**config.mk**
```make
export PLATFORM = sky130hd
export DESIGN_NAME = adc_uart_dump_flat
export DESIGN_NICKNAME = d
export VERILOG_FILES = /design/src/rtl/adc_uart_dump_if.sv /design/src/rtl/adc_uart_dump.sv /design/src/flat_wrapper.sv
export SDC_FILE = /design/constraint.sdc
export NUM_CORES = 1
export LEC_CHECK = 0
export ABC_AREA = 1
export CORE_AREA = 4 4 57 59
export CTS_BUF_LIST = sky130_fd_sc_hd__clkbuf_8
export CTS_CLUSTER_SIZE = 12
export DETAILED_ROUTE_END_ITERATION = 7
export DIE_AREA = 0 0 61 63
export DONT_BUFFER_PORTS = 1
export PLACE_DENSITY = 0.72
export RECOVER_POWER = 50
export REMOVE_ABC_BUFFERS = 1
export SYNTH_ARGS = -nofsm -noshare
export SYNTH_HDL_FRONTEND = slang
export SYNTH_SLANG_ARGS = --single-unit
```
**constraint.sdc**
```tcl
create_clock -name clk -period 1.7 [get_ports clk]
set_clock_uncertainty 0.15 [all_clocks]
set_input_delay 0.34 -clock clk [delete_from_list [all_inputs] [get_ports clk]]
set_output_delay 0.34 -clock clk [all_outputs]
set_load 0.05 [all_outputs]
```
**src/rtl/adc_uart_dump_if.sv**
```systemverilog
// Sample-RAM read port and UART transmit handshake for adc_uart_dump.
// master = dump engine (drives address and tx byte), slave = RAM/UART side.
interface adc_uart_dump_if #(
   parameter int UART_WIDTH = 8,
   parameter int ADC_WIDTH  = 12,
   parameter int ADDR       = 11
);
   logic [ADDR-1:0]       ram_addr;
   logic [ADC_WIDTH-1:0]  ram_dout;
   logic [UART_WIDTH-1:0] tx_data;
   logic                  tx_valid;
   logic                  tx_ready;

   modport master (output ram_addr, tx_data, tx_valid, input ram_dout, tx_ready);
   modport slave  (input ram_addr, tx_data, tx_valid, output ram_dout, tx_ready);
endinterface

```
**src/rtl/adc_uart_dump.sv**
```systemverilog
// Streams DEPTH samples from a sample RAM to a UART as hi/lo byte pairs on a command edge.
// Optional trailing mod-256 checksum byte when ADC_DUMP_CHECKSUM_EN is defined.
module adc_uart_dump #(
   parameter int                    UART_WIDTH = 8,
   parameter int                    ADC_WIDTH  = 12,
   parameter int                    ADDR       = 11,
   parameter int                    DEPTH      = 2048,
   parameter logic [UART_WIDTH-1:0] DUMP_CMD   = 8'h44
) (
   input  logic                  clk,
   input  logic                  rst,
   input  logic [UART_WIDTH-1:0] command,
   adc_uart_dump_if.master       bus,
   output logic                  busy,
   output logic [UART_WIDTH-1:0] status
);

   localparam logic [ADDR-1:0] LAST = ADDR'(DEPTH - 1);

   typedef enum logic [2:0] {
      IDLE, RD_ADDR, RD_WAIT, SEND_HI, SEND_LO,
`ifdef ADC_DUMP_CHECKSUM_EN
      SEND_CK,
`endif
      DONE
   } state_t;

   state_t                state, nxt;
   logic [ADDR-1:0]       counter;
   logic [ADC_WIDTH-1:0]  sample;
   logic                  prev_is_cmd;
   logic                  start;
   logic                  xfer;
   logic                  last;

   // prev_is_cmd resets high so a command held through reset is not an edge
   assign start = (command == DUMP_CMD) && !prev_is_cmd && (state == IDLE || state == DONE);
   assign xfer  = bus.tx_valid && bus.tx_ready;
   assign last  = (counter == LAST);
   assign bus.ram_addr = counter;

   always_ff @(posedge clk or negedge rst) begin
      if (!rst) state <= IDLE;
      else      state <= nxt;
   end

   always_comb begin
      nxt = state;
      case (state)
         IDLE, DONE: if (start) nxt = RD_ADDR;
         RD_ADDR:    nxt = RD_WAIT;
         RD_WAIT:    nxt = SEND_HI;
         SEND_HI:    if (bus.tx_ready) nxt = SEND_LO;
         SEND_LO: begin
            if (bus.tx_ready) begin
`ifdef ADC_DUMP_CHECKSUM_EN
               nxt = last ? SEND_CK : RD_ADDR;
`else
               nxt = last ? DONE : RD_ADDR;
`endif
            end
         end
`ifdef ADC_DUMP_CHECKSUM_EN
         SEND_CK:    if (bus.tx_ready) nxt = DONE;
`endif
         default:    nxt = IDLE;
      endcase
   end

`ifdef ADC_DUMP_CHECKSUM_EN
   logic [7:0] checksum;
`endif

   always_comb begin
      bus.tx_valid = 1'b0;
      bus.tx_data  = '0;
      busy         = 1'b1;
      status       = UART_WIDTH'(8'hB0);
      case (state)
         IDLE: begin
            busy   = 1'b0;
            status = '0;
         end
         DONE: begin
            busy   = 1'b0;
            status = UART_WIDTH'(8'hD0);
         end
         SEND_HI: begin
            bus.tx_valid = 1'b1;
            bus.tx_data  = UART_WIDTH'(sample[ADC_WIDTH-1:8]);
         end
         SEND_LO: begin
            bus.tx_valid = 1'b1;
            bus.tx_data  = UART_WIDTH'(sample[7:0]);
         end
`ifdef ADC_DUMP_CHECKSUM_EN
         SEND_CK: begin
            bus.tx_valid = 1'b1;
            bus.tx_data  = UART_WIDTH'(checksum);
         end
`endif
         default: ;
      endcase
   end

   always_ff @(posedge clk or negedge rst) begin
      if (!rst) begin
         prev_is_cmd <= 1'b1;
         counter     <= '0;
         sample      <= '0;
      end else begin
         prev_is_cmd <= (command == DUMP_CMD);
         if (start)                                     counter <= '0;
         else if (state == SEND_LO && xfer && !last)    counter <= counter + ADDR'(1);
         if (state == RD_WAIT) sample <= bus.ram_dout;
      end
   end

`ifdef ADC_DUMP_CHECKSUM_EN
   always_ff @(posedge clk or negedge rst) begin
      if (!rst)                                            checksum <= '0;
      else if (start)                                      checksum <= '0;
      else if (xfer && (state == SEND_HI || state == SEND_LO)) checksum <= checksum + bus.tx_data[7:0];
   end
`endif

endmodule

```
**src/flat_wrapper.sv**
```systemverilog
// flat-port wrapper written by rule: the top's interface ports become plain ports
module adc_uart_dump_flat 
#(
   parameter int                    UART_WIDTH = 8,
   parameter int                    ADC_WIDTH  = 12,
   parameter int                    ADDR       = 11,
   parameter int                    DEPTH      = 2048,
   parameter logic [UART_WIDTH-1:0] DUMP_CMD   = 8'h44
)
  (clk, rst, command, busy, status, bus_ram_addr, bus_tx_data, bus_tx_valid, bus_ram_dout, bus_tx_ready);
  adc_uart_dump_if #(.UART_WIDTH(UART_WIDTH), .ADC_WIDTH(ADC_WIDTH), .ADDR(ADDR)) bus_i ();
  input  logic clk;
  input  logic rst;
  input  logic [UART_WIDTH-1:0] command;
  output logic busy;
  output logic [UART_WIDTH-1:0] status;
  output wire logic [$bits(bus_i.ram_addr)-1:0] bus_ram_addr;
  output wire logic [$bits(bus_i.tx_data)-1:0] bus_tx_data;
  output wire logic [$bits(bus_i.tx_valid)-1:0] bus_tx_valid;
  input wire logic [$bits(bus_i.ram_dout)-1:0] bus_ram_dout;
  input wire logic [$bits(bus_i.tx_ready)-1:0] bus_tx_ready;
  assign bus_ram_addr = bus_i.ram_addr;
  assign bus_tx_data = bus_i.tx_data;
  assign bus_tx_valid = bus_i.tx_valid;
  assign bus_i.ram_dout = bus_ram_dout;
  assign bus_i.tx_ready = bus_tx_ready;
  adc_uart_dump #(.UART_WIDTH(UART_WIDTH), .ADC_WIDTH(ADC_WIDTH), .ADDR(ADDR), .DEPTH(DEPTH), .DUMP_CMD(DUMP_CMD)) u_core (.clk(clk), .rst(rst), .command(command), .bus(bus_i), .busy(busy), .status(status));
endmodule
```
==> out/qor_table.md <==
| Item | Value | Unit |
|---|---|---|
| Commonest register cell after synthesis | dfrtp_1 | - |
| Total wire length | 3970 | um |
| Clock network fraction of total power | 0.109 | - |
| Cell types with the largest area share after synthesis | dfrtp_1, nand2_1, nand3_1, inv_1, mux2_2 | - |
| Clock transition time at the flip-flop clock pins of the worst setup and hold paths | 0.09 | ns |
| Die area | 0.00384 | mm^2 |
| Aggregate global-route resource usage | 0.202 | - |
| Logic pwr share | 0.597 | - |
| P&R area growth vs syn | 30.5 | % |
| Violations in the final reports | setup timing | - |
| Total CTS buffers | 3 | - |
| Critical Setup Path Class | register to output port | - |
| Register share of total power | 0.294 | - |
| Net switching fraction of the power | 0.467 | - |
| Clock insertion delay at the later pin of the skew report | 0.28 | ns |
| Worst min-delay path class | input port to register | - |
| Count of routing violations after the opening detailed-route iteration | 58 | - |
| Via total after detailed routing | 1,429 | - |
| Reg2reg end | u_core.bus.ram_addr[9]$_DFFE_PN0P_ | - |
| RSZ-0062 raised after global routing | yes | - |
| Peak supply drop | 2.09 | mV |
| CP Capture Point | bus_tx_data[2] | - |
| Total inserted antenna cells | 0 | - |
| Hold violation total from the final report | 0 | - |
| Element type at the critical path start | register | - |
| Finished layout cell area | 0.00205 | mm^2 |
| Number of detailed-routing iterations run before antenna repair | 4 | - |
| Fmax | 0.515 | GHz |
| Crit path DAT | 1.45 | ns |
| Die extent in x | 61 | um |
| Outcome | finished, violations left | - |
| Clock tree from TritonCTS | yes | - |
| Required time worst endpoint | 1.21 | ns |
| Levels on crit path | 5 | - |
| Count of unique library cells instantiated by Yosys | 27 | - |
| Cell Chain, Critical Path | buf_4 > nand2_2 > inv_2 > a22o_1 > buf_12 | - |
| Count of flip-flops with a built-in enable after synthesis | 0 | - |
| Setup-violating endpoint count in the final report | 13 | - |
| Average via count per standard cell | 5.39 | - |
| Most instantiated library cell after synthesis | nand2_1 | - |
| Wire length of the first global-routing pass | 5990 | um |
| Buffers & Inverters on Critical Path | 3 | - |
| End-of-flow core utilization | 0.756 | - |
| Overflow left after global routing | 0 | - |
| Crit-path leading delay family | flip-flops | - |
| FF-to-FF setup slack | -0.04 | ns |
| Clock sink count | 27 | - |
| Launch instance of the worst register-to-register path | u_core.bus.ram_addr[1]$_DFFE_PN0P_ | - |
| Lkg Pwr | 1.06 | nW |
| Total power draw | 3.48 | mW |
| Number of inserted filler cells in the final layout | 194 | - |
| Synth warnings | 0 | - |
| Sequential fraction of the synthesis area | 0.431 | - |
| Number of synthesized register bits | 27 | - |
| Ys async rst share | 1.00 | - |
| Average cell area after synthesis | 7.89 | um^2 |
| Worst hold stages | 2 | - |
| Netlist Area Pre-Place | 0.00157 | mm^2 |
| Critical path peak fanout | 5 | - |
| Smallest setup slack after layout | -0.243 | ns |
| Area of the core | 0.00271 | mm^2 |
| Yosys top cell by area | dfrtp_1 | - |
| RD Place Congestion | 0.809 | - |
| Pin count of the biggest net entering global routing | 28 | - |
| Final net count | 259 | - |
| Number of pins with negative max-slew slack in the final report | 0 | - |
| Port bufs | 0 | - |
| Max-cap violations | 0 | - |
| Post-place instance area | 0.00184 | mm^2 |
| Post-placement setup slack | -0.00439 | ns |
| Cell count after synthesis | 199 | - |
| DPL Wire Length | 2710 | um |
| Final routed DRC violation total | 0 | - |
| Number of standard cells in the final layout excluding fillers | 265 | - |
| Peak per-stage delay on the critical path | 0.48 | ns |
| FF/Latch Area | 681 | um^2 |
| Critical path endpoint category | output port | - |
| Die Height | 63 | um |
| Via count of the first global-routing pass | 1,426 | - |
| Length in cells of the worst reg-to-reg path | 8 | - |
| Top-level port count | 52 | - |
| Number of nets with antenna violations after detailed routing | 0 | - |
| Relative max-transition margin | 0.545 | - |
| Antenna violations before repair | 0 | - |
| Power density cells | 1700 | mW/mm^2 |
| Worst hold-check slack | 0.0440 | ns |
| Buffer cell driving the clock tree root | clkbuf_8 | - |
| Initial core utilization | 0.579 | - |
| Area taken by multi-input logic gates | 793 | um^2 |
| Post-Route Setup TNS | -2.25 | ns |
| CTS H-Tree Depth | 1 | - |
| Number of buffers on the longest clock path | 2 | - |
| Placed cell count | 253 | - |
| Timing startpoint of the critical path | u_core.state[2]$_DFFE_PN0P_ | - |
| Post-synth top cells | nand2_1, inv_1, nand3_1 | - |
| Share of cells above drive strength 1 | 0.329 | - |
| Master of the slowest instance on the critical path | dfrtp_2 | - |
| Final period demand of the worst path | 1.94 | ns |
| Top-area cell type share of the netlist area | 0.414 | - |
| Internal Dissipation | 1.86 | mW |
| Standard-cell row count | 19 | - |
| Period Utilization, post-route | 1.14 | - |
| Least-Margin Pin Slew | 0.682 | ns |
| Net switching power of the design | 1.63 | mW |
| Routed WL per cell | 15.0 | um |
-- layer usage --
layer | global-route usage | share of wire | vias up
met4 | 0.100 | 0.019 | 0
li1 | - | - | 697
met2 | 0.350 | 0.54 | 58
met3 | 0.0475 | 0.064 | 9
met1 | 0.221 | 0.38 | 665
met5 | 0 | 0 | -
-- registers in the layout, indices dropped and copies added (netlist names) --
name,count
u_core.state,3
u_core.prev_is_cmd,1
u_core.sample,12
u_core.bus.ram_addr,11
-- worst min path at each step --
stage / startpoint / end / slack, ns
2_1_floorplan: rst / u_core.bus.ram_addr[0]$_DFFE_PN0P_ / -0.11
3_3_place_gp: rst / u_core.bus.ram_addr[9]$_DFFE_PN0P_ / -0.10
3_5_place_dp: rst / u_core.bus.ram_addr[10]$_DFFE_PN0P_ / -0.10
4_1_cts: bus_tx_ready / u_core.state[1]$_DFFE_PN0P_ / 0.03
5_1_grt: bus_tx_ready / u_core.state[1]$_DFFE_PN0P_ / 0.03
6_report: command[2] / u_core.prev_is_cmd$_DFF_PN1_ / 0.04
-- kinds of logic after synthesis --
group,after synthesis,synth area share
DFF,27,0.431
xor gates and xnor gates,4,0.0223
and+or+nand+nor,107,0.308
adders and majority gates,1,0.00797
other,1,0.00239
AOI/OAI and AO/OA,12,0.0534
muxes,8,0.0574
buffers and inverters,39,0.117
-- layout make-up --
type                       instances  share of cell area
clock inverter                     1             0.00366
inverter                          31              0.0580
multi-input combinational        136               0.387
timing repair buffer              36               0.180
clock buffer                       3              0.0201
sequential                        27               0.332
tap                               31              0.0189
-- timing repair --
action                                  in CTS  in global routing
setup buffers                                2                  4
pin swaps                                    4                  2
endpoints found under the setup margin      14                 23
hold endpoints to repair                    27                  0
hold buffers                                 2                  0
cloned                                       0                  0
gates resized for setup                     21                 17
-- cell usage in the layout, fill, tap and decap left out, types with 4 or more instances in the layout --
cell and instances:
conb_1 4, mux2_2 8, nor2_2 5, inv_1 24
a22o_1 4, buf_12 7, nor2_1 18, nand2_4 4
nand3_1 27, a21oi_1 4, dfrtp_1 23, buf_6 5
buf_4 19, clkbuf_2 4, inv_2 6, nand2_1 39
nand4_1 4
-- power groups by stage --
stage | logic, mW | clock network, mW | registers [mW]
floorplan | 1.07 | 0 | 1.09
global placement | 1.72 | 0 | 0.977
detailed placement | 1.77 | 0 | 0.996
CTS | 1.92 | 0.391 | 0.997
global route | 2.21 | 0.416 | 1.05
finish | 2.08 | 0.380 | 1.02
No activity file was read; power rests on OpenSTA's default activity.
